<file path="config.mk">
export PLATFORM = sky130hd
export DESIGN_NAME = id_ex_stage
export DESIGN_NICKNAME = d
export VERILOG_FILES = /design/src/rtl/id_ex_stage.sv
export SDC_FILE = /design/constraint.sdc
export NUM_CORES = 1
export LEC_CHECK = 0
export ABC_AREA = 0
export BUFFER_PORTS_ARGS = -buffer_cell sky130_fd_sc_hd__buf_2
export CAP_MARGIN = 0
export CELL_PAD_IN_SITES_DETAIL_PLACEMENT = 1
export CELL_PAD_IN_SITES_GLOBAL_PLACEMENT = 1
export CORE_MARGIN = 2
export CORE_UTILIZATION = 32
export DETAILED_ROUTE_END_ITERATION = 6
export GPL_ROUTABILITY_DRIVEN = 0
export PLACE_DENSITY_LB_ADDON = 0.1
export SETUP_SLACK_MARGIN = 0.15
export SYNTH_ARGS = -nofsm -noshare
export SYNTH_HDL_FRONTEND = slang
export SYNTH_SLANG_ARGS = --single-unit
</file>
<file path="constraint.sdc">
create_clock -name iClk -period 2.05 [get_ports iClk]
set_clock_uncertainty 0.05 [all_clocks]
set_input_delay 0 -clock iClk [delete_from_list [all_inputs] [get_ports iClk]]
set_output_delay 0 -clock iClk [all_outputs]
set_load 0.005 [all_outputs]
</file>
<file path="src/rtl/id_ex_stage.sv">
// ID/EX pipeline register: forwards operands from EX/MEM and MEM/WB, maps opcodes
// to ALU operands/function codes and presents them registered with valid/ready.
module id_ex_stage #(
    parameter int XLEN = 32
) (
    input  logic            iClk,
    input  logic            iRst,
    input  logic            iValid,
    output logic            oReady,
    input  logic [6:0]      iOpcode,
    input  logic [2:0]      iFunct3,
    input  logic [6:0]      iFunct7,
    input  logic [4:0]      iRs1,
    input  logic [4:0]      iRs2,
    input  logic [4:0]      iRd,
    input  logic [XLEN-1:0] iImm,
    input  logic [XLEN-1:0] iPc,
    input  logic [XLEN-1:0] iRs1Data,
    input  logic [XLEN-1:0] iRs2Data,
    input  logic            iExMemRegWrite,
    input  logic            iExMemIsLoad,
    input  logic [4:0]      iExMemRd,
    input  logic [XLEN-1:0] iExMemData,
    input  logic            iMemWbRegWrite,
    input  logic [4:0]      iMemWbRd,
    input  logic [XLEN-1:0] iMemWbData,
    input  logic            iFlush,
    output logic            oValid,
    input  logic            iReady,
    output logic [XLEN-1:0] oDataA,
    output logic [XLEN-1:0] oDataB,
    output logic [2:0]      oFunct3,
    output logic [6:0]      oFunct7,
    output logic [XLEN-1:0] oStoreData,
    output logic [4:0]      oRd,
    output logic            oRegWrite,
    output logic            oIllegal,
    output logic [XLEN-1:0] oPc
);

    localparam logic [6:0] OP_REG    = 7'b0110011;
    localparam logic [6:0] OP_IMM    = 7'b0010011;
    localparam logic [6:0] OP_LUI    = 7'b0110111;
    localparam logic [6:0] OP_AUIPC  = 7'b0010111;
    localparam logic [6:0] OP_LOAD   = 7'b0000011;
    localparam logic [6:0] OP_STORE  = 7'b0100011;
    localparam logic [6:0] OP_BRANCH = 7'b1100011;
    localparam logic [6:0] OP_JAL    = 7'b1101111;
    localparam logic [6:0] OP_JALR   = 7'b1100111;

    // EX/MEM has priority over MEM/WB; x0 always reads as zero
    function automatic logic [XLEN-1:0] fwdSel(
        input logic [4:0]      idx,
        input logic [XLEN-1:0] rfData,
        input logic            exMemRegWrite,
        input logic [4:0]      exMemRd,
        input logic [XLEN-1:0] exMemData,
        input logic            memWbRegWrite,
        input logic [4:0]      memWbRd,
        input logic [XLEN-1:0] memWbData
    );
        logic [XLEN-1:0] res;
        if (idx == 5'd0) begin
            res = {XLEN{1'b0}};
        end else if (exMemRegWrite && (exMemRd == idx)) begin
            res = exMemData;
        end else if (memWbRegWrite && (memWbRd == idx)) begin
            res = memWbData;
        end else begin
            res = rfData;
        end
        return res;
    endfunction

    logic [XLEN-1:0] fwd1_s;
    logic [XLEN-1:0] fwd2_s;
    logic            useRs1_s;
    logic            useRs2_s;
    logic [XLEN-1:0] dataA_s;
    logic [XLEN-1:0] dataB_s;
    logic [2:0]      funct3_s;
    logic [6:0]      funct7_s;
    logic [XLEN-1:0] storeData_s;
    logic            writesRd_s;
    logic            illegal_s;
    logic            loadUse_s;
    logic            accept_s;

    assign fwd1_s = fwdSel(iRs1, iRs1Data, iExMemRegWrite, iExMemRd, iExMemData,
                           iMemWbRegWrite, iMemWbRd, iMemWbData);
    assign fwd2_s = fwdSel(iRs2, iRs2Data, iExMemRegWrite, iExMemRd, iExMemData,
                           iMemWbRegWrite, iMemWbRd, iMemWbData);

    // Opcode decode into ALU operands, function codes and source usage
    always_comb begin
        useRs1_s    = 1'b0;
        useRs2_s    = 1'b0;
        dataA_s     = {XLEN{1'b0}};
        dataB_s     = {XLEN{1'b0}};
        funct3_s    = 3'b000;
        funct7_s    = 7'b0000000;
        storeData_s = {XLEN{1'b0}};
        writesRd_s  = 1'b0;
        illegal_s   = 1'b0;
        case (iOpcode)
            OP_REG: begin
                useRs1_s   = 1'b1;
                useRs2_s   = 1'b1;
                dataA_s    = fwd1_s;
                dataB_s    = fwd2_s;
                funct3_s   = iFunct3;
                funct7_s   = iFunct7;
                writesRd_s = 1'b1;
            end
            OP_IMM: begin
                useRs1_s   = 1'b1;
                dataA_s    = fwd1_s;
                dataB_s    = iImm;
                funct3_s   = iFunct3;
                // only shifts carry a funct7; ADDI must never turn into SUB
                if ((iFunct3 == 3'b001) || (iFunct3 == 3'b101)) begin
                    funct7_s = iImm[11:5];
                end else begin
                    funct7_s = 7'b0000000;
                end
                writesRd_s = 1'b1;
            end
            OP_LUI: begin
                dataB_s    = iImm;
                writesRd_s = 1'b1;
            end
            OP_AUIPC: begin
                dataA_s    = iPc;
                dataB_s    = iImm;
                writesRd_s = 1'b1;
            end
            OP_LOAD: begin
                useRs1_s   = 1'b1;
                dataA_s    = fwd1_s;
                dataB_s    = iImm;
                writesRd_s = 1'b1;
            end
            OP_STORE: begin
                useRs1_s    = 1'b1;
                useRs2_s    = 1'b1;
                dataA_s     = fwd1_s;
                dataB_s     = iImm;
                storeData_s = fwd2_s;
            end
            OP_BRANCH: begin
                useRs1_s = 1'b1;
                useRs2_s = 1'b1;
                dataA_s  = fwd1_s;
                dataB_s  = fwd2_s;
                case (iFunct3[2:1])
                    2'b10: funct3_s = 3'b010;
                    2'b11: funct3_s = 3'b011;
                    default: begin
                        funct3_s = 3'b000;
                        funct7_s = 7'b0100000;
                    end
                endcase
            end
            OP_JAL: begin
                dataA_s    = iPc;
                dataB_s    = {{(XLEN-3){1'b0}}, 3'b100};
                writesRd_s = 1'b1;
            end
            OP_JALR: begin
                useRs1_s   = 1'b1;
                dataA_s    = iPc;
                dataB_s    = {{(XLEN-3){1'b0}}, 3'b100};
                writesRd_s = 1'b1;
            end
            default: begin
                illegal_s = 1'b1;
            end
        endcase
    end

    assign loadUse_s = iExMemIsLoad && iExMemRegWrite && (iExMemRd != 5'd0) &&
                       ((useRs1_s && (iExMemRd == iRs1)) || (useRs2_s && (iExMemRd == iRs2)));
    assign oReady    = !loadUse_s && (!oValid || iReady);
    assign accept_s  = iValid && oReady;

    // Pipeline register: reset, flush, load on accept, drain on consume, else hold
    always_ff @(posedge iClk) begin
        if (iRst) begin
            oValid     <= 1'b0;
            oDataA     <= {XLEN{1'b0}};
            oDataB     <= {XLEN{1'b0}};
            oFunct3    <= 3'b000;
            oFunct7    <= 7'b0000000;
            oStoreData <= {XLEN{1'b0}};
            oRd        <= 5'd0;
            oRegWrite  <= 1'b0;
            oIllegal   <= 1'b0;
            oPc        <= {XLEN{1'b0}};
        end else if (iFlush) begin
            oValid <= 1'b0;
        end else if (accept_s) begin
            oValid     <= 1'b1;
            oDataA     <= dataA_s;
            oDataB     <= dataB_s;
            oFunct3    <= funct3_s;
            oFunct7    <= funct7_s;
            oStoreData <= storeData_s;
            oRd        <= iRd;
            oRegWrite  <= writesRd_s && (iRd != 5'd0);
            oIllegal   <= illegal_s;
            oPc        <= iPc;
        end else if (iReady) begin
            oValid <= 1'b0;
        end else begin
            oValid <= oValid;
        end
    end

endmodule

</file>
==> results.cfg <==
[die]
top_level_ports = 389
core_um2 = 22800
die-width_um = 157
initial_core_util = 0.327
num_rows = 55
die-height_um = 157
design.die.area_um2 = 24500

[power]
p_leak_nw = 5.15
power_mw = 7.81
ir_drop_uv = 423
p_per_area_nw_per_um2 = 654

[setup_path]
startpoint = oValid$_SDFFE_PP0P_
worst_path_max_delay_cell = dfxtp_1
crit_chain = nor2b_1, nor3b_1, buf_4, and3_4, buf_4, nor2_8, buf_12, a22o_1
rr_startpoint = oValid$_SDFFE_PP0P_
slowest_delay_ps = 310
worst-endpoint-arrival_ps = 2100
required_ps = 2300
path_common_cell = buf_4
regToRegSetupSlack_ps = 200
path_max_fanout = 30
critPathLaunchType = flip-flop
path_buf_inv = 3
endpoint_kind = flip-flop
critPathTopFamily = simple AND/OR/NAND/NOR gates
path_class = flip-flop to flip-flop

[routing]
ant_nets = 0
drtIter0Drc = 660
vias = 9555
drcViolationCount = 0
dr.pass1.iters = 5
routed_wl_um = 38500
avgRoutedWirePerCell_um = 21.9
detail_route.vias_per_cell = 5.43

[yosys]
synth_edf_count = 0
avgSynthCellArea_um2 = 8.00
synth_nets = 1173
synth-seq-area-share = 0.392
ys_ff_latch = 146
synth_area_leaders = dfxtp_1 (39%), nand2_1 (7.3%), a21oi_1 (5.0%)
yosysTopAreaCell = dfxtp_1
synth_top_cell_area_share = 0.392
syn-instance-count = 931
yosysUniqueCellTypes = 49
async_reset_ff_frac = 0
syn_area_um2 = 7450
ys_warn_count = 0
synthMostInstantiatedCell = dfxtp_1
ys.flop_type = dfxtp_1
synth_common_cells = dfxtp_1 (146), nand2_1 (145), nor2_1 (85)

[place]
dpl.hpwl_um = 27600
place_area_um2 = 9950
io_buffers = 388

[clock_tree]
cts_htree_levels = 4
cts_tree = done
cts_max_path_buffers = 2
path_clk_slew_ps = 70
clockRootBuffer = clkbuf_16
numCtsBuffers = 17
cts.sinks = 146
clock_latency_ps = 420

[grt]
grt_pass1_vias = 9592
antenna_found_initial = 19
grt_max_degree = 65
grt_pass1_wl_um = 56800
grt-ovfl-total = 0
grtUsageTotal = 0.301

[cells_and_area]
finalInstanceArea_um2 = 11900
final_nets = 1661
drive_gt1_frac = 0.346
syn_to_final_growth_pct = 60.2

[status]
outcome = finished, violations left
failed_checks = negative hold slack

[timing]
worstMarginPinSlew_ps = 737
slew_violations = 0
fin_hold_ws_ps = -6.25
rsz0062_at_grt = false
max_freq_mhz = 540
setup_violations = 0
fin_crit_ps = 1850
period_share = 0.904
max_slew_margin = 0.506
finalHoldViolCount = 1

[hold_path]
min_path_type = input pin to flip-flop
hold_start = iRs1Data[28]

[run]
max_cap_violations = 0
[per-stage QoR]
stage	hold WS [ps]	utilization	std cells	TNS [ps]	setup slack (ps)
2_1_floorplan	29.3	-	931	0	217
3_3_place_gp	147	0.437	1587	-2.36	-2.36
3_5_place_dp	152	0.437	1587	-331	-63.1
4_1_cts	0.615	0.518	1739	0	249
5_1_grt	28.0	0.524	1758	0	132
6_report	-6.25	0.524	1760	0	198
[power by group]
part	switching (mW)	internal [mW]	total [mW]
sequential	0.0446	2.92	2.97
combinational	0.745	0.640	1.38
clock	1.34	2.11	3.46
[timing repair]
| action | 4_1_cts | 5_1_grt |
|---|---|---|
| setup endpoints to repair | 0 | 4 |
| gates resized for setup | 0 | 3 |
| endpoints found under the hold margin | 112 | 0 |
| buffers inserted | 0 | 3 |
| hold buffers | 121 | 0 |
[cells in the final DEF (no fill, tap or decap), drive strengths merged, types with 2 or more instances in the layout]
master and n:
dlygate4sd3 121, inv 8, buf 443, nor2 86, o21ai 34, bufinv 4
a21o 2, clkbuf 22, nand3 6, a221oi 8, clkinvlp 2, a211oi 36
xnor2 17, a22oi 31, a311o 32, o2bb2ai 33, or4 5, dfxtp 146
nand3b 3, o211ai 2, nand4 34, or2 2, a22o 32, a31oi 33
xor2 4, nor2b 2, diode 16, nor3 43, and3 3, and4 2
a21oi 74, nand2 145
[logic make-up (layout without fill, tap and decap cells)]
| logic type | Yosys count | after routing | share of synthesized area |
|---|---|---|---|
| AND/OR/NAND/NOR | 340 | 340 | 0.209 |
| buffers and inverters | 101 | 601 | 0.0637 |
| other | 0 | 16 | 0 |
| XOR/XNOR | 21 | 21 | 0.0247 |
| flip-flops | 146 | 146 | 0.392 |
| AO/OA/AOI/OAI | 323 | 323 | 0.310 |
[worst paths after layout]
kind | endpoint | cells past startpoint
setup / recovery | oStoreData[22]$_SDFFE_PP0P_ | 8
hold / removal | oDataA[28]$_SDFFE_PP0P_ | 4
setup reg to reg | oStoreData[22]$_SDFFE_PP0P_ | 8
hold reg to reg | oRd[4]$_SDFFE_PP0P_ | 2
[routing by layer]
| layer | vias up | part of all wire | GRT usage |
|---|---|---|---|
| met4 | 6 | 0.034 | 0.123 |
| met3 | 88 | 0.070 | 0.0615 |
| li1 | 4464 | - | - |
| met5 | - | 0.0011 | 0 |
| met2 | 396 | 0.46 | 0.464 |
| met1 | 4601 | 0.44 | 0.409 |
[area by class of cell]
type / count / area, µm²
multi-input combinational: 684 / 4110
inverter: 4 / 15.0
sequential: 146 / 2920
clock inverter: 11 / 175
clock buffer: 20 / 457
fill: 2825 / 10800
tap: 313 / 392
antenna: 16 / 40.0
timing repair buffer: 566 / 3820
[tightest hold or removal path: stages]
cell	delay [ps]
buf_2	100
nand2_1	50
a311o_1	180
a211oi_1	80
[sequential cells by signal (all words and copies together) (netlist names)]
register and flops:
oPc 32, oRd 5, oDataB 32, oRegWrite 1
oFunct7 7, oValid 1, oDataA 32, oStoreData 32
oFunct3 3, oIllegal 1
(Power assumes the default switching activity.)
